**src/rtl/uart_cmd_rx.sv**
```systemverilog
`default_nettype none
// ============================================================================
// Module   : uart_cmd_rx
// Purpose  : 8N1 UART receiver plus command-frame parser.
//            Frame = SYNC, cmd, data_hi, data_lo, xor checksum.
// Revision : 1.0  initial release
// ============================================================================
module uart_cmd_rx #(
    parameter int          CLK_FREQUENCY = 50000000,
    parameter int          BAUD_RATE     = 2000000,
    parameter logic [7:0]  SYNC_BYTE     = 8'hAA,
    parameter int          TIMEOUT_BITS  = 32
) (
    input  logic        clki,
    input  logic        rst,
    input  logic        RX,
    output logic        byte_valid,
    output logic [7:0]  byte_data,
    output logic        cmd_valid,
    output logic [7:0]  cmd_code,
    output logic [15:0] cmd_data,
    output logic        frame_err,
    output logic        chk_err
);

    localparam int c_BIT_CLKS  = CLK_FREQUENCY / BAUD_RATE;
    localparam int c_CW        = $clog2(c_BIT_CLKS);
    localparam logic [c_CW-1:0] c_BIT_LAST  = c_CW'(c_BIT_CLKS - 1);
    localparam logic [c_CW-1:0] c_HALF_LAST = c_CW'(c_BIT_CLKS / 2 - 1);

    localparam int c_GAP_LIMIT = TIMEOUT_BITS * c_BIT_CLKS;
    localparam int c_GW        = $clog2(c_GAP_LIMIT);
    localparam logic [c_GW-1:0] c_GAP_LAST  = c_GW'(c_GAP_LIMIT - 1);

    // Receiver states
    localparam logic [2:0] R_IDLE  = 3'd0;
    localparam logic [2:0] R_START = 3'd1;
    localparam logic [2:0] R_DATA  = 3'd2;
    localparam logic [2:0] R_STOP  = 3'd3;
    localparam logic [2:0] R_WAIT  = 3'd4;

    // Parser states
    localparam logic [2:0] P_SYNC  = 3'd0;
    localparam logic [2:0] P_CMD   = 3'd1;
    localparam logic [2:0] P_DH    = 3'd2;
    localparam logic [2:0] P_DL    = 3'd3;
    localparam logic [2:0] P_CHK   = 3'd4;

    logic            r_rx_meta;
    logic            r_rx_s;
    logic            r_rx_prev;
    logic [2:0]      r_rstate;
    logic [c_CW-1:0] r_bit_cnt;
    logic [2:0]      r_bit_idx;
    logic [7:0]      r_shift;

    logic [2:0]      r_pstate;
    logic [7:0]      r_cmd;
    logic [7:0]      r_dh;
    logic [7:0]      r_dl;
    logic [c_GW-1:0] r_gap_cnt;

    // Two-flop synchroniser plus one delayed copy for falling-edge detect.
    // Reset to the idle level so release never looks like a start bit.
    always_ff @(posedge clki or posedge rst) begin
        if (rst) begin
            r_rx_meta <= 1'b1;
            r_rx_s    <= 1'b1;
            r_rx_prev <= 1'b1;
        end else begin
            r_rx_meta <= RX;
            r_rx_s    <= r_rx_meta;
            r_rx_prev <= r_rx_s;
        end
    end

    // Byte receiver: mid-bit sampling driven by a per-bit cycle counter.
    always_ff @(posedge clki or posedge rst) begin
        if (rst) begin
            r_rstate   <= R_IDLE;
            r_bit_cnt  <= '0;
            r_bit_idx  <= '0;
            r_shift    <= '0;
            byte_valid <= 1'b0;
            byte_data  <= '0;
            frame_err  <= 1'b0;
        end else begin
            byte_valid <= 1'b0;
            frame_err  <= 1'b0;
            case (r_rstate)
                R_IDLE: begin
                    r_bit_cnt <= '0;
                    if (r_rx_prev && !r_rx_s) begin
                        r_rstate <= R_START;
                    end
                end
                R_START: begin
                    if (r_bit_cnt == c_HALF_LAST) begin
                        r_bit_cnt <= '0;
                        r_bit_idx <= '0;
                        // A high line at mid start bit was only a glitch.
                        r_rstate  <= r_rx_s ? R_IDLE : R_DATA;
                    end else begin
                        r_bit_cnt <= r_bit_cnt + 1'b1;
                    end
                end
                R_DATA: begin
                    if (r_bit_cnt == c_BIT_LAST) begin
                        r_bit_cnt <= '0;
                        r_shift   <= {r_rx_s, r_shift[7:1]};
                        if (r_bit_idx == 3'd7) begin
                            r_rstate <= R_STOP;
                        end else begin
                            r_bit_idx <= r_bit_idx + 1'b1;
                        end
                    end else begin
                        r_bit_cnt <= r_bit_cnt + 1'b1;
                    end
                end
                R_STOP: begin
                    if (r_bit_cnt == c_BIT_LAST) begin
                        r_bit_cnt <= '0;
                        if (r_rx_s) begin
                            byte_data  <= r_shift;
                            byte_valid <= 1'b1;
                            r_rstate   <= R_IDLE;
                        end else begin
                            frame_err  <= 1'b1;
                            r_rstate   <= R_WAIT;
                        end
                    end else begin
                        r_bit_cnt <= r_bit_cnt + 1'b1;
                    end
                end
                R_WAIT: begin
                    // Hold off until the line returns high (break / stuck low).
                    if (r_rx_s) begin
                        r_rstate <= R_IDLE;
                    end
                end
                default: r_rstate <= R_IDLE;
            endcase
        end
    end

    // Frame parser with inter-byte timeout; a received byte always beats expiry.
    always_ff @(posedge clki or posedge rst) begin
        if (rst) begin
            r_pstate  <= P_SYNC;
            r_cmd     <= '0;
            r_dh      <= '0;
            r_dl      <= '0;
            r_gap_cnt <= '0;
            cmd_valid <= 1'b0;
            cmd_code  <= '0;
            cmd_data  <= '0;
            chk_err   <= 1'b0;
        end else begin
            cmd_valid <= 1'b0;
            chk_err   <= 1'b0;
            if (byte_valid) begin
                r_gap_cnt <= '0;
                case (r_pstate)
                    P_SYNC: if (byte_data == SYNC_BYTE) r_pstate <= P_CMD;
                    P_CMD: begin
                        r_cmd    <= byte_data;
                        r_pstate <= P_DH;
                    end
                    P_DH: begin
                        r_dh     <= byte_data;
                        r_pstate <= P_DL;
                    end
                    P_DL: begin
                        r_dl     <= byte_data;
                        r_pstate <= P_CHK;
                    end
                    P_CHK: begin
                        if (byte_data == (r_cmd ^ r_dh ^ r_dl)) begin
                            cmd_code  <= r_cmd;
                            cmd_data  <= {r_dh, r_dl};
                            cmd_valid <= 1'b1;
                        end else begin
                            chk_err   <= 1'b1;
                        end
                        r_pstate <= P_SYNC;
                    end
                    default: r_pstate <= P_SYNC;
                endcase
            end else if (r_pstate != P_SYNC) begin
                if (frame_err || (r_gap_cnt == c_GAP_LAST)) begin
                    r_pstate  <= P_SYNC;
                    r_gap_cnt <= '0;
                end else begin
                    r_gap_cnt <= r_gap_cnt + 1'b1;
                end
            end else begin
                r_gap_cnt <= '0;
            end
        end
    end

endmodule
`default_nettype wire

```
**config.mk**
```make
export PLATFORM = sky130hd
export DESIGN_NAME = uart_cmd_rx
export DESIGN_NICKNAME = d
export VERILOG_FILES = /design/src/rtl/uart_cmd_rx.sv
export SDC_FILE = /design/constraint.sdc
export NUM_CORES = 1
export LEC_CHECK = 0
export ABC_CLOCK_PERIOD_IN_PS = 3100
export CAP_MARGIN = 15
export CORE_MARGIN = 2
export CORE_UTILIZATION = 50
export CTS_BUF_LIST = sky130_fd_sc_hd__clkbuf_4
export CTS_CLUSTER_DIAMETER = 60
export DETAILED_ROUTE_END_ITERATION = 16
export GPL_TIMING_DRIVEN = 0
export PLACE_DENSITY = 0.74
export SYNTH_ARGS = -nofsm -noshare
export SYNTH_HDL_FRONTEND = slang
export SYNTH_SLANG_ARGS = --single-unit
```
**constraint.sdc**
```tcl
create_clock -name clki -period 3.1 [get_ports clki]
set_input_delay 0.62 -clock clki [delete_from_list [all_inputs] [get_ports clki]]
set_output_delay 0.62 -clock clki [all_outputs]
set_load 0.02 [all_outputs]
```
Yosys cells after proc, flatten, opt, wreduce, memory -nomap -nowiden
Cells that the tools add are included.

Register bits after elaboration: 95. Input port bits: 3. Output and inout port bits: 36. Word-level logic and storage cells: 102.

Add/subtract/negate cells: 3. Eq/ne operators: 22. Mux-type cells: 36. Bitwise logic cells: 2. Reduce and logical (&&, ||, !) cells: 20.

Operators by type and width (count): 3-bit 2-to-1 mux (14); 10-bit 2-to-1 mux (3); 8-bit bitwise XOR (2); 3-bit case mux with 5 select lines (1); 5-bit case mux with 3 select lines (1); 2-bit inequality test, second input constant (7); 3-bit by 2-bit == test with 1-bit output, second input constant (4); 1-bit 2-to-1 mux (12); 3-bit case mux with 4 select lines (1); 10-bit by 1-bit adder with 10-bit output, second input constant (1); 10-bit == test, second input constant (1); 5-bit 2-to-1 mux (2); 3-bit == test, second input constant (3); 3-bit AND reduction (3); 8-bit == test (1); 8-bit == test, second input constant (1); 2-bit AND reduction (4); 3-bit by 1-bit == test with 1-bit output, second input constant (2); 3-bit logical NOT (2); 3-bit case mux with 2 select lines (1); 6-bit AND reduction (1); 2-bit nonzero test (3); 3-bit nonzero test (2); 5-bit by 1-bit adder with 5-bit output, second input constant (1); other kinds (10) (10).

Longest topological paths before layout
Depth after elaboration: 6. Depth in mapped cells: 7. Mapped depth without buffers: 7.

Least setup slack after synthesis
OpenSTA, ideal clock, no wires.

Path kind: flip-flop to flip-flop. From: register r_bit_cnt[0]. To: register r_bit_idx[0]. Setup time: 0.125 ns. Data arrival time: 1.840 ns. Data required time: 2.975 ns. Path slack: 1.136 ns. Cell stages (with the launch flop): 8. Path buffers: 0. Period minus slack after synthesis: 1.964 ns. Cells stage by stage: dfrtp_1 > inv_1 > ha_1 > and4b_1 > nand2_1 > or3_1 > a21oi_1 > mux2_2.

Cells in the longest elaborated chain, start to end: 3. Elaborated cells on any way between the ends: 5. Those cells by class: eq/ne (4); reduce/logical (1).

Ends and longest elaborated chain: start: declaration (RTL line 53) `logic [c_CW-1:0] r_bit_cnt;`; start signal: assignment (RTL line 104) `r_bit_cnt <= r_bit_cnt + 1'b1;`; start signal: assignment (RTL line 117) `r_bit_cnt <= r_bit_cnt + 1'b1;`; start signal: assignment (RTL line 132) `r_bit_cnt <= r_bit_cnt + 1'b1;`; 5-bit == test or 5-bit by 4-bit == test with 1-bit output (tied branches) (RTL line 108, 98); 2-bit inequality test (no line); 4-bit AND reduction (no line) *; end signal: assignment (RTL line 114) `r_bit_idx <= r_bit_idx + 1'b1;`; end: declaration (RTL line 54) `logic [2:0] r_bit_idx;`.

Mark *: on every way between the ends. The rest lies on a longest branch, timed or not. A chain may end at the register's enable or synchronous reset.

Worst setup path after layout
From: register byte_data[6]. To: output byte_data[6].

RTL lines: start: declaration (RTL line 18) `output logic [7:0] byte_data,`; start signal: assignment (RTL line 124) `byte_data <= r_shift;`.

No word-level cell between the ends.

==> metrics <==
run status finished clean; Avg WL per Cell 14.80 um; max-cap violations 0; DIE AREA 0.009103 mm^2; Final period util 72.33%; R2R Path Start r_bit_cnt[0]; Synth Flop Type dfrtp_1; Clock Latency Late Sink approximately 0.44 ns; synth unique cells 42; cell area after layout 0.004853 mm^2; crit path max-delay cell type clkdlybuf4s50_1; CTS tree yes; GRT overflow 0; Longest Clk Path Bufs 2; Setup crit start byte_data[6]; main combinational cell family by area after synthesis multiplexers; RSZ-0062 raised after global routing false; global-route wire length before repair approximately 12,000 um; Worst Path Max Fanout 7; Worst Skew 0.02691 ns; post-DP HPWL 5004 um; post-synthesis sequential area ratio 56.99%; Max Clk Rate 446.0 MHz; final-report max-slew violation count 0; Post-Syn Area ~0.0042 mm^2; layout cells sized above 1 25.75%; Cell Count, Final, Fillers Out 474; clock sinks 95; Synth Area in Compound Gates 3.923%; min-delay src r_rx_meta; die width 95.41 um; Filler cells 676; critical path arrival 1.62 ns; gpl congestion 0.8907; asr flop ratio synth 100.0%; CTS buffer count 9; Clk pin slew, worst setup/hold paths 0.16 ns; Vias 2,489; Synth Area per Inst 13.35 um^2; area of the core 0.008175 mm^2; Leakage 2.344 nW; Post-CTS Setup Bufs 0; Post-Synthesis Cells roughly 310; Setup Viol. Count Final 0; Bufs and invs on worst path 1; hold crit path type reg2reg; H-tree depth 3; DR pass1 iterations 4; initial drt markers 116; Nets 372; Slew @ Worst Pin 0.8051 ns; post-synth top area share 55.11%; num rows 33; vias in the first global route roughly 2.5k; top post-synthesis cells by area dfrtp_1 55%, mux2_2 12%, mux2_4 6.8%; post-route DRC violation count 0; VDD IR max 0.3045 mV; vias per cell 5.251; Boundary Pins 39; Port Buffers 38; Setup crit end kind output port; worst path cell trace clkdlybuf4s50_1; Synth Area in Adders 1.497%; post-synthesis mux area share 19.71%; Detail Route Antenna Nets 0; Startpoint Class flip-flop; max-slew headroom at the worst pin between 40% and 50%; hold_buf cts 0; clk root buf clkbuf_4; Synth Warn # 0; initial antenna violation count 0; cts repair resizes 0; Power Density 446.7 mW/mm^2; Post-synth EDFFs 0; Die Ht approximately 95 um; Post-DP Area 0.004720 mm^2; Final min period 2.242 ns; xor and xnor fraction of the mapped netlist area under 10%; Synth area leader dfrtp_1; largest net degree at the start of global routing 61; Crit path largest cell delay 0.67 ns; Initial Utilization approximately 51%; flip-flop and latch count after synthesis 95; GRT Util Overall 17.21%; CP delay by family, top buffers and inverters; Layout area overhead 16.17%; total power draw between 2 and 2.5 mW; Worst Path Required 2.48 ns; Post-Synth Simple-Gate Area a little under a tenth; WS Path Type reg2out; ANT cells 0; Final Routed Wirelength ~7000 um; placed cells about 460; final hold viol count 0; syn_nets 321
[routing by layer]
layer	track usage [%]	part of all wire, %	vias to the layer above
li1	-	-	1195
met1	22.88	47	1257
met2	28.35	50	29
met3	2.846	2.3	8
met4	6.786	1.2	0
met5	0	0	-
[registers in the layout, indices dropped and copies added, names as in the netlist]
register    flops
r_dh            8
cmd_valid       1
r_dl            8
r_cmd           8
r_pstate        3
r_bit_idx       3
r_gap_cnt      10
r_rstate        3
byte_valid      1
r_rx_meta       1
r_bit_cnt       5
r_rx_s          1
cmd_code        8
byte_data       8
cmd_data       16
frame_err       1
r_shift         8
chk_err         1
r_rx_prev       1
[layout by cell type (no fill, tap or decap), types with 3 or more instances in the layout]
cell             netlist  layout
ha_1                   5       5
inv_6                  0       4
clkdlybuf4s50_1        0      38
clkbuf_1               5       5
nor2_1                19      19
nor2b_1                3       3
dfrtp_1               92      92
nand3_1                7       7
mux2_4                19      19
mux2_2                46      46
inv_1                 11      10
o21ai_0                6       6
xnor2_1               19      19
xor2_1                13      13
dfstp_2                3       3
a21oi_1                7       7
nor3_1                 4       4
nand2_1               17      17
nand4_1                3       3
clkbuf_4               0       9
[cell families after synthesis]
logic type                 Yosys count
AOI/OAI and AO/OA                   25
muxes                               67
DFF                                 95
adders and majority gates            5
xor gates and xnor gates            32
buffers and inverters               18
and+or+nand+nor                     71
[cell type report]
| cell class | count | area (um^2) | area share [%] |
|---|---|---|---|
| Sequential cell | 95 | 2381 | 49.06 |
| Multi-Input combinational cell | 200 | 1714 | 35.32 |
| Timing Repair Buffer | 40 | 412.9 | 8.507 |
| Tap cell | 105 | 131.4 | 2.707 |
| Clock buffer | 9 | 67.56 | 1.392 |
| Clock inverter | 7 | 61.31 | 1.263 |
| Inverter | 11 | 43.79 | 0.9023 |
| Buffer | 7 | 41.29 | 0.8507 |
[through the flow]
| step | hold slack [ns] | setup WS, ns | utilization, % | setup TNS [ns] |
|---|---|---|---|---|
| 2_1_floorplan | 0.3452 | 0.007946 | - | 0 |
| 3_3_place_gp | 0.3459 | -1.361 | 57.36 | -126.01 |
| 3_5_place_dp | 0.3501 | 0.9373 | 57.73 | 0 |
| 4_1_cts | 0.3710 | 0.8344 | 59.31 | 0 |
| 5_1_grt | 0.3776 | 0.7298 | 59.37 | 0 |
| 6_report | 0.3694 | 0.8578 | 59.37 | 0 |
[synth_stat cells, drive strengths merged, types with 2 or more instances]
cell	count
dfrtp	92
mux2	65
nor2	19
xnor2	19
nand2	17
xor2	13
inv	11
a21oi	7
nand3	7
o21ai	6
clkbuf	5
ha	5
nor3	4
dfstp	3
nand4	3
nor2b	3
a21o	2
and3	2
buf	2
mux2i	2
nand3b	2
nor4	2
nor4b	2
nor4bb	2
o21bai	2
or2	2
[worst register-to-register path, delay by kind of cell, from the launching register on]
family,cells,cell delay [ns]
compound gates,1,0.36
fa+ha+maj,1,0.16
mux,1,0.38
flops,1,0.45
simple gates,3,0.70
buf+inv,1,0.08
[final timing paths]
kind | end | slack (ns) | depth (start not counted)
min reg2reg | r_rx_s | 0.37 | 0
max | byte_data[6] | 0.86 | 1
min | r_rx_s | 0.37 | 0
max reg2reg | r_bit_idx[0] | 0.90 | 7
min in group asynchronous | cmd_code[2] | 0.53 | 2
max in group asynchronous | r_rx_prev | 1.88 | 3
[where the power goes]
group / internal [mW] / total [mW] / switching [mW]
registers: 1.28 / 1.33 / 0.0519
clock network: 0.182 / 0.625 / 0.442
logic: 0.0912 / 0.209 / 0.117
Note: power is estimated with default switching activity, not from simulation.
